## config.mk

```make
export PLATFORM = sky130hd
export DESIGN_NAME = seg7_scan_mux_flat
export DESIGN_NICKNAME = d
export VERILOG_FILES = /design/src/rtl/seg7_pkg.sv /design/src/rtl/seg7_scan_mux_if.sv /design/src/rtl/seg7_hex_decode.sv /design/src/rtl/seg7_scan_mux.sv /design/src/flat_wrapper.sv
export SDC_FILE = /design/constraint.sdc
export NUM_CORES = 1
export LEC_CHECK = 0
export BUFFER_PORTS_ARGS = -buffer_cell sky130_fd_sc_hd__buf_2
export CAP_MARGIN = 15
export CORE_ASPECT_RATIO = 0.6
export CORE_UTILIZATION = 50
export CTS_BUF_LIST = sky130_fd_sc_hd__clkbuf_16
export CTS_CLUSTER_SIZE = 30
export DETAILED_ROUTE_END_ITERATION = 6
export HOLD_SLACK_MARGIN = 0.12
export PLACE_DENSITY_LB_ADDON = 0.2
export SYNTH_ARGS = -nofsm -noshare
export SYNTH_HDL_FRONTEND = slang
export SYNTH_HIERARCHICAL = 1
export SYNTH_SLANG_ARGS = --single-unit
```

## constraint.sdc

```tcl
create_clock -name CLK -period 2.9 [get_ports CLK]
set_input_delay 0.29 -clock CLK [delete_from_list [all_inputs] [get_ports CLK]]
set_output_delay 0.29 -clock CLK [all_outputs]
set_load 0.02 [all_outputs]
```

## src/rtl/seg7_pkg.sv

```systemverilog
// Shared types and constants for the seven-segment scan multiplexer:
// FSM state, active-high hex segment table and SEG bit positions.
package seg7_pkg;

   typedef enum logic {
      StBlank,
      StOn
   } seg7_state_e;

   localparam int unsigned SegA  = 0;
   localparam int unsigned SegB  = 1;
   localparam int unsigned SegC  = 2;
   localparam int unsigned SegD  = 3;
   localparam int unsigned SegE  = 4;
   localparam int unsigned SegF  = 5;
   localparam int unsigned SegG  = 6;
   localparam int unsigned SegDp = 7;

   // Entry k lights the glyph for hex value k; bit0..6 = A..G, 1 = lit.
   localparam logic [15:0][6:0] HexSegTable = {
      7'h71, 7'h79, 7'h5E, 7'h39, 7'h7C, 7'h77, 7'h6F, 7'h7F,
      7'h07, 7'h7D, 7'h6D, 7'h66, 7'h4F, 7'h5B, 7'h06, 7'h3F
   };

endpackage

```

## src/rtl/seg7_scan_mux_if.sv

```systemverilog
// Data/display bundle between a display client and seg7_scan_mux.
// BRIGHT exists only when SEG7_BRIGHTNESS_EN is defined.
interface seg7_scan_mux_if #(
   parameter int unsigned NUM_DIGITS = 4
);
   logic                    LOAD;
   logic [NUM_DIGITS*4-1:0] DIGITS;
   logic [NUM_DIGITS-1:0]   DP;
   logic [NUM_DIGITS-1:0]   BLANK_MASK;
`ifdef SEG7_BRIGHTNESS_EN
   logic [3:0]              BRIGHT;
`endif
   logic [7:0]              SEG;
   logic [NUM_DIGITS-1:0]   SEG_CS;
   logic [2:0]              DIGIT_IDX;
   logic                    LOAD_ACK;
   logic                    FRAME_DONE;

   modport master (
`ifdef SEG7_BRIGHTNESS_EN
      output BRIGHT,
`endif
      output LOAD, DIGITS, DP, BLANK_MASK,
      input  SEG, SEG_CS, DIGIT_IDX, LOAD_ACK, FRAME_DONE
   );

   modport slave (
`ifdef SEG7_BRIGHTNESS_EN
      input  BRIGHT,
`endif
      input  LOAD, DIGITS, DP, BLANK_MASK,
      output SEG, SEG_CS, DIGIT_IDX, LOAD_ACK, FRAME_DONE
   );

endinterface

```

## src/rtl/seg7_hex_decode.sv

```systemverilog
// Combinational hex-to-seven-segment decoder, active-high segments A..G.
module seg7_hex_decode
   import seg7_pkg::*;
(
   input  logic [3:0] value_i,
   output logic [6:0] seg_o
);

   assign seg_o = HexSegTable[value_i];

endmodule

```

## src/rtl/seg7_scan_mux.sv

```systemverilog
// Time-multiplexed seven-segment driver with frame-synchronous data update.
// Optional macro SEG7_BRIGHTNESS_EN adds the BRIGHT duty-cycle control.
module seg7_scan_mux
   import seg7_pkg::*;
#(
   parameter int unsigned NUM_DIGITS   = 4,
   parameter int unsigned SLOT_CYCLES  = 32768,
   parameter int unsigned BLANK_CYCLES = 8192,
   parameter bit          ACTIVE_LOW   = 1'b1
) (
   input logic            CLK,
   input logic            RST,
   seg7_scan_mux_if.slave bus
);

   localparam int unsigned         CntW      = $clog2(SLOT_CYCLES);
   localparam logic [CntW-1:0]     SlotLast  = CntW'(SLOT_CYCLES - 1);
   localparam logic [CntW-1:0]     BlankLast = CntW'(BLANK_CYCLES - 1);
   localparam logic [2:0]          IdxLast   = 3'(NUM_DIGITS - 1);
   localparam logic [7:0]          SegOff    = {8{ACTIVE_LOW}};
   localparam logic [NUM_DIGITS-1:0] CsOff   = {NUM_DIGITS{ACTIVE_LOW}};

   logic [CntW-1:0]         slot_cnt_q, slot_cnt_d;
   logic [2:0]              digit_idx_q, digit_idx_d;
   seg7_state_e             state_q, state_d;
   logic                    slot_end, frame_end, load_ack;

   logic                    pending_q, pending_d;
   logic [NUM_DIGITS*4-1:0] pend_digits_q, disp_digits_q;
   logic [NUM_DIGITS-1:0]   pend_dp_q, disp_dp_q;
   logic [NUM_DIGITS-1:0]   pend_mask_q, disp_mask_q;

   logic [7:0]              seg_q, seg_d;
   logic [NUM_DIGITS-1:0]   seg_cs_q, seg_cs_d;

   logic [3:0]              cur_digit;
   logic [NUM_DIGITS-1:0]   dp_shift, mask_shift, cs_onehot;
   logic [6:0]              hex_seg;
   logic                    lit_phase;

   assign slot_end  = (slot_cnt_q == SlotLast);
   assign frame_end = slot_end && (digit_idx_q == IdxLast);
   assign load_ack  = frame_end && pending_q;

   always_comb begin
      slot_cnt_d  = slot_end ? '0 : slot_cnt_q + 1'b1;
      digit_idx_d = digit_idx_q;
      if (slot_end) begin
         digit_idx_d = (digit_idx_q == IdxLast) ? 3'd0 : digit_idx_q + 3'd1;
      end
   end

   // FSM state register
   always_ff @(posedge CLK or posedge RST) begin
      if (RST) begin
         state_q <= StBlank;
      end else begin
         state_q <= state_d;
      end
   end

   // FSM next state: tracks whether the next slot_cnt lies in the dead time
   always_comb begin
      state_d = state_q;
      if (slot_end) begin
         state_d = StBlank;
      end else if (slot_cnt_q == BlankLast) begin
         state_d = StOn;
      end
   end

`ifdef SEG7_BRIGHTNESS_EN
   logic [CntW-1:0] on_cnt;
   assign on_cnt    = slot_cnt_q - CntW'(BLANK_CYCLES);
   assign lit_phase = (on_cnt[3:0] < bus.BRIGHT);
`else
   assign lit_phase = 1'b1;
`endif

   // Shifts rather than variable part-selects keep the index width generic.
   assign cur_digit  = 4'(disp_digits_q >> {digit_idx_q, 2'b00});
   assign dp_shift   = disp_dp_q >> digit_idx_q;
   assign mask_shift = disp_mask_q >> digit_idx_q;
   assign cs_onehot  = NUM_DIGITS'(1) << digit_idx_q;

   seg7_hex_decode u_hex_decode (
      .value_i (cur_digit),
      .seg_o   (hex_seg)
   );

   // FSM outputs, registered below; XOR with the off pattern applies polarity
   always_comb begin
      seg_d    = SegOff;
      seg_cs_d = CsOff;
      if (state_q == StOn && !mask_shift[0] && lit_phase) begin
         seg_d    = {dp_shift[0], hex_seg} ^ SegOff;
         seg_cs_d = cs_onehot ^ CsOff;
      end
   end

   always_comb begin
      pending_d = pending_q;
      if (frame_end) begin
         pending_d = 1'b0;
      end
      if (bus.LOAD) begin
         pending_d = 1'b1;
      end
   end

   always_ff @(posedge CLK or posedge RST) begin
      if (RST) begin
         slot_cnt_q    <= '0;
         digit_idx_q   <= '0;
         pending_q     <= 1'b0;
         pend_digits_q <= '0;
         pend_dp_q     <= '0;
         pend_mask_q   <= '0;
         disp_digits_q <= '0;
         disp_dp_q     <= '0;
         disp_mask_q   <= '1;
         seg_q         <= SegOff;
         seg_cs_q      <= CsOff;
      end else begin
         slot_cnt_q  <= slot_cnt_d;
         digit_idx_q <= digit_idx_d;
         pending_q   <= pending_d;
         if (bus.LOAD) begin
            pend_digits_q <= bus.DIGITS;
            pend_dp_q     <= bus.DP;
            pend_mask_q   <= bus.BLANK_MASK;
         end
         if (load_ack) begin
            disp_digits_q <= pend_digits_q;
            disp_dp_q     <= pend_dp_q;
            disp_mask_q   <= pend_mask_q;
         end
         seg_q    <= seg_d;
         seg_cs_q <= seg_cs_d;
      end
   end

   assign bus.SEG        = seg_q;
   assign bus.SEG_CS     = seg_cs_q;
   assign bus.DIGIT_IDX  = digit_idx_q;
   assign bus.LOAD_ACK   = load_ack;
   assign bus.FRAME_DONE = frame_end;

endmodule
```

## src/flat_wrapper.sv

```systemverilog
// flat-port wrapper written by rule: the top's interface ports become plain ports
module seg7_scan_mux_flat import seg7_pkg::*;
#(
   parameter int unsigned NUM_DIGITS   = 4,
   parameter int unsigned SLOT_CYCLES  = 32768,
   parameter int unsigned BLANK_CYCLES = 8192,
   parameter bit          ACTIVE_LOW   = 1'b1
)
  (CLK, RST, bus_LOAD, bus_DIGITS, bus_DP, bus_BLANK_MASK, bus_SEG, bus_SEG_CS, bus_DIGIT_IDX, bus_LOAD_ACK, bus_FRAME_DONE);
  seg7_scan_mux_if #(.NUM_DIGITS(NUM_DIGITS)) bus_i ();
  input logic CLK;
  input logic RST;
  input wire logic [$bits(bus_i.LOAD)-1:0] bus_LOAD;
  input wire logic [$bits(bus_i.DIGITS)-1:0] bus_DIGITS;
  input wire logic [$bits(bus_i.DP)-1:0] bus_DP;
  input wire logic [$bits(bus_i.BLANK_MASK)-1:0] bus_BLANK_MASK;
  output wire logic [$bits(bus_i.SEG)-1:0] bus_SEG;
  output wire logic [$bits(bus_i.SEG_CS)-1:0] bus_SEG_CS;
  output wire logic [$bits(bus_i.DIGIT_IDX)-1:0] bus_DIGIT_IDX;
  output wire logic [$bits(bus_i.LOAD_ACK)-1:0] bus_LOAD_ACK;
  output wire logic [$bits(bus_i.FRAME_DONE)-1:0] bus_FRAME_DONE;
  assign bus_i.LOAD = bus_LOAD;
  assign bus_i.DIGITS = bus_DIGITS;
  assign bus_i.DP = bus_DP;
  assign bus_i.BLANK_MASK = bus_BLANK_MASK;
  assign bus_SEG = bus_i.SEG;
  assign bus_SEG_CS = bus_i.SEG_CS;
  assign bus_DIGIT_IDX = bus_i.DIGIT_IDX;
  assign bus_LOAD_ACK = bus_i.LOAD_ACK;
  assign bus_FRAME_DONE = bus_i.FRAME_DONE;
  seg7_scan_mux #(.NUM_DIGITS(NUM_DIGITS), .SLOT_CYCLES(SLOT_CYCLES), .BLANK_CYCLES(BLANK_CYCLES), .ACTIVE_LOW(ACTIVE_LOW)) u_core (.CLK(CLK), .RST(RST), .bus(bus_i));
endmodule
```

==> run_results.csv <==
group,metric,value,unit
setup_path,cp-start-kind,"flop",
cells_and_area,antennaDiodeCount,0,
synth,syn_area_per_cell,13.5,um^2
setup_path,worstPathMaxFanout,8,
setup_path,critPathTopFamily,"simple AND/OR/NAND/NOR gates",
route,wl_per_cell,15.1,um
route,via_count,2125,
status,violations,"design-rule violations",
clock_network,cts_resized,0,
global_route,gr-usage-all-layers,18.8,%
clock_network,cts_inserted_buffers,9,
cells_and_area,design_area,4210,um^2
clock_network,cts_max_path_buffers,2,
cells_and_area,drive_above_1_share,37.0,%
placed_design,placed_area,3920,um^2
clock_network,worstSkewPairLatency,0.34,ns
route,antenna_left,0,
placed_design,gp_congestion,0.742,
cells_and_area,mostFrequentLayoutCells,"64 x dfrtp_1, 43 x buf_2, 31 x mux2_2",
job,maxCapViolations,0,
setup_path,critPathMaxStageDelay,0.65,ns
placed_design,pre_cts_ws,0.677,ns
timing,rsz0062_at_grt,"false",
clock_network,clkSinkCount,80,
cells_and_area,fin_nets,357,
timing,post-route-worst-setup-slack,0.452,ns
cells_and_area,fillers,557,
timing,setup_viol,0,
timing,fmax,408,MHz
timing,hold_viol,0,
timing,finalCritPeriodShare,84.4,%
setup_path,worstSetupEndpointType,"output pin",
floorplanning,core_area,6850,um^2
placed_design,dp_hpwl,4320,um
status,status,"complete, but fails checks",
synth,synth_warnings,6,
timing,hold_slack,0.181,ns
timing,slew_headroom,57.7,%
timing,skew,0.00629,ns
synth,synth_cell_types,42,
global_route,grt_pass1_wl,10400,um
floorplanning,die-height,68.0,um
setup_path,crit_required,2.61,ns
setup_path,worst-setup-path-type,"reg -> out",
floorplanning,initial_utilization,53.0,%
power,power_density,556,nW/um^2
synth,synth_area,3630,um^2
floorplanning,ios,44,
setup_path,path_buf_inv,1,
synth,ys_seq_elements,80,
floorplanning,die_w,112,um
clock_network,cts_tree,"built",
route,first_pass_iters,6,
floorplanning,die-area,7620,um^2
route,drcViolationCount,2,
floorplanning,rows,23,
power,power.total,2.34,mW
clock_network,clockRootBuffer,"clkbuf_16",
setup_path,crit_chain,"nand4_1, nor4_1, and3_1, buf_2",
synth,synth_nets,308,
clock_network,clkTransAtPathRegs,0.06,ns
synth,syn_inst,269,
cells_and_area,multi_input_area,1470,um^2
global_route,grt_antenna_before_repair,0,
route,drt-total-wl,6170,um
cells_and_area,final_common_cell,"dfrtp_1",
global_route,grt_max_degree,63,
worst_hold_path,min_path_type,"in -> reg",
cells_and_area,regArea,2020,um^2
global_route,grt_pass1_vias,2033,
timing,final_max_slew_viol_count,0,
cells_and_area,syn_to_final_growth,16.1,%
power,ir_drop,376,uV
timing,worstMarginPinSlew,0.629,ns
timing,fin_crit,2.45,ns
setup_path,slowest_stage,"nor4_1",
placed_design,io_buffer_count,43,
power,leakage,1.92,nW
route,first_iter_violations,97,
setup_path,worstPathArrival,2.16,ns
global_route,grt-ovfl-total,0,
timing,finalSetupTns,0,ns
route,avgViaCountPerCell,5.20,
clock_network,htreeDepth,3,
synth,yosysSeqAreaShare,55.7,%
-- synthesized netlist by cell type (all sizes together) --
master  count  area (um^2)
buf         7         72.6
a21oi       5         25.0
o31a        1         10.0
dfstp      16          420
a31o        1         8.76
or2b        1         7.51
a21boi      1         11.3
o21a        1         7.51
o21ai       4         20.0
nor2b       4         25.0
nand2      17         63.8
nand3b      2         15.0
dfrtp      64         1600
ha         12          150
mux4        7          161
nand3       9         45.0
inv        14         52.6
nor4        5         46.3
or3         1         6.26
and2        5         31.3
mux2i       2         20.0
nor2       10         37.5
nand2b      1         6.26
o32a        1         10.0
a31oi       1         6.26
nor3        4         20.0
and3        2         12.5
xor2        4         35.0
a41o        1         10.0
clkbuf      4         15.0
nand4       3         33.8
a21o        1         7.51
mux2       51          574
xnor2       7         61.3
-- metal layers --
metal | wire, um | track usage [%]
met4 | 30 | 5.00
met2 | 2300 | 25.0
met1 | 3400 | 27.5
met3 | 444 | 8.15
met5 | 0 | 0
-- power breakdown --
| group | switching [mW] | internal, mW |
|---|---|---|
| sequential | 0.0184 | 1.15 |
| clock | 0.430 | 0.658 |
| combinational | 0.0395 | 0.0456 |
-- logic make-up (layout without fill, tap and decap cells) --
| kind of cell | count (synthesis) | in the layout | share of synthesized area (%) |
|---|---|---|---|
| xor gates and xnor gates | 11 | 11 | 2.65 |
| and+or+nand+nor | 64 | 64 | 9.65 |
| buffers and inverters | 25 | 78 | 3.86 |
| AOI/OAI and AO/OA | 17 | 17 | 3.20 |
| DFF | 80 | 80 | 55.7 |
| muxes | 60 | 60 | 20.8 |
| adders and majority gates | 12 | 12 | 4.13 |
-- metrics by stage --
stage / std cells / utilization (%)
4_1_cts: 409 / 61.5
2_1_floorplan: 269 / -
3_5_place_dp: 393 / 57.2
3_3_place_gp: 393 / 57.2
5_1_grt: 409 / 61.5
6_report: 409 / 61.5
-- sequential cells by signal, summed over array words and instances, names as in the netlist --
register              flops
u_core/bus.SEG            8
u_core/bus.SEG_CS         4
u_core/disp_dp_q          4
u_core/pending_q          1
u_core/pend_dp_q          4
u_core/state_q            1
u_core/bus.DIGIT_IDX      3
u_core/pend_mask_q        4
u_core/disp_mask_q        4
u_core/pend_digits_q     16
u_core/slot_cnt_q        15
u_core/disp_digits_q     16
-- layout make-up --
class,count,share of cell area [%]
clock inverters,6,1.45
multi-input cells,164,34.9
well taps,87,2.58
inverters,14,1.25
flip-flops and latches,80,48.0
repair buffers,49,6.53
clock buffers,9,5.34
-- final timing paths --
kind	start	endpoint	slack, ns	cells after the start
worst max-delay path	u_core/slot_cnt_q[2]$_DFF_PP0_	bus_LOAD_ACK	0.45	4
worst min-delay path	bus_DIGITS[14]	u_core/pend_digits_q[14]$_DFFE_PP0P_	0.18	2
worst max register to register	u_core/bus.DIGIT_IDX[0]$_DFFE_PP0N_	u_core/bus.SEG[3]$_DFF_PP1_	0.68	6
worst min register to register	u_core/disp_digits_q[14]$_DFFE_PP0P_	u_core/disp_digits_q[14]$_DFFE_PP0P_	0.49	1
max in group asynchronous	RST	u_core/bus.SEG[1]$_DFF_PP1_	1.72	4
min in group asynchronous	RST	u_core/pend_mask_q[2]$_DFFE_PP0P_	0.49	3
-- timing repair --
item / 4_1_cts / 5_1_grt
endpoints found under the setup margin: 0 / 0
hold buffers: 1 / 0
buffers inserted: 0 / 0
endpoints found under the hold margin: 17 / 0
Power figures use the tool's default switching activity.
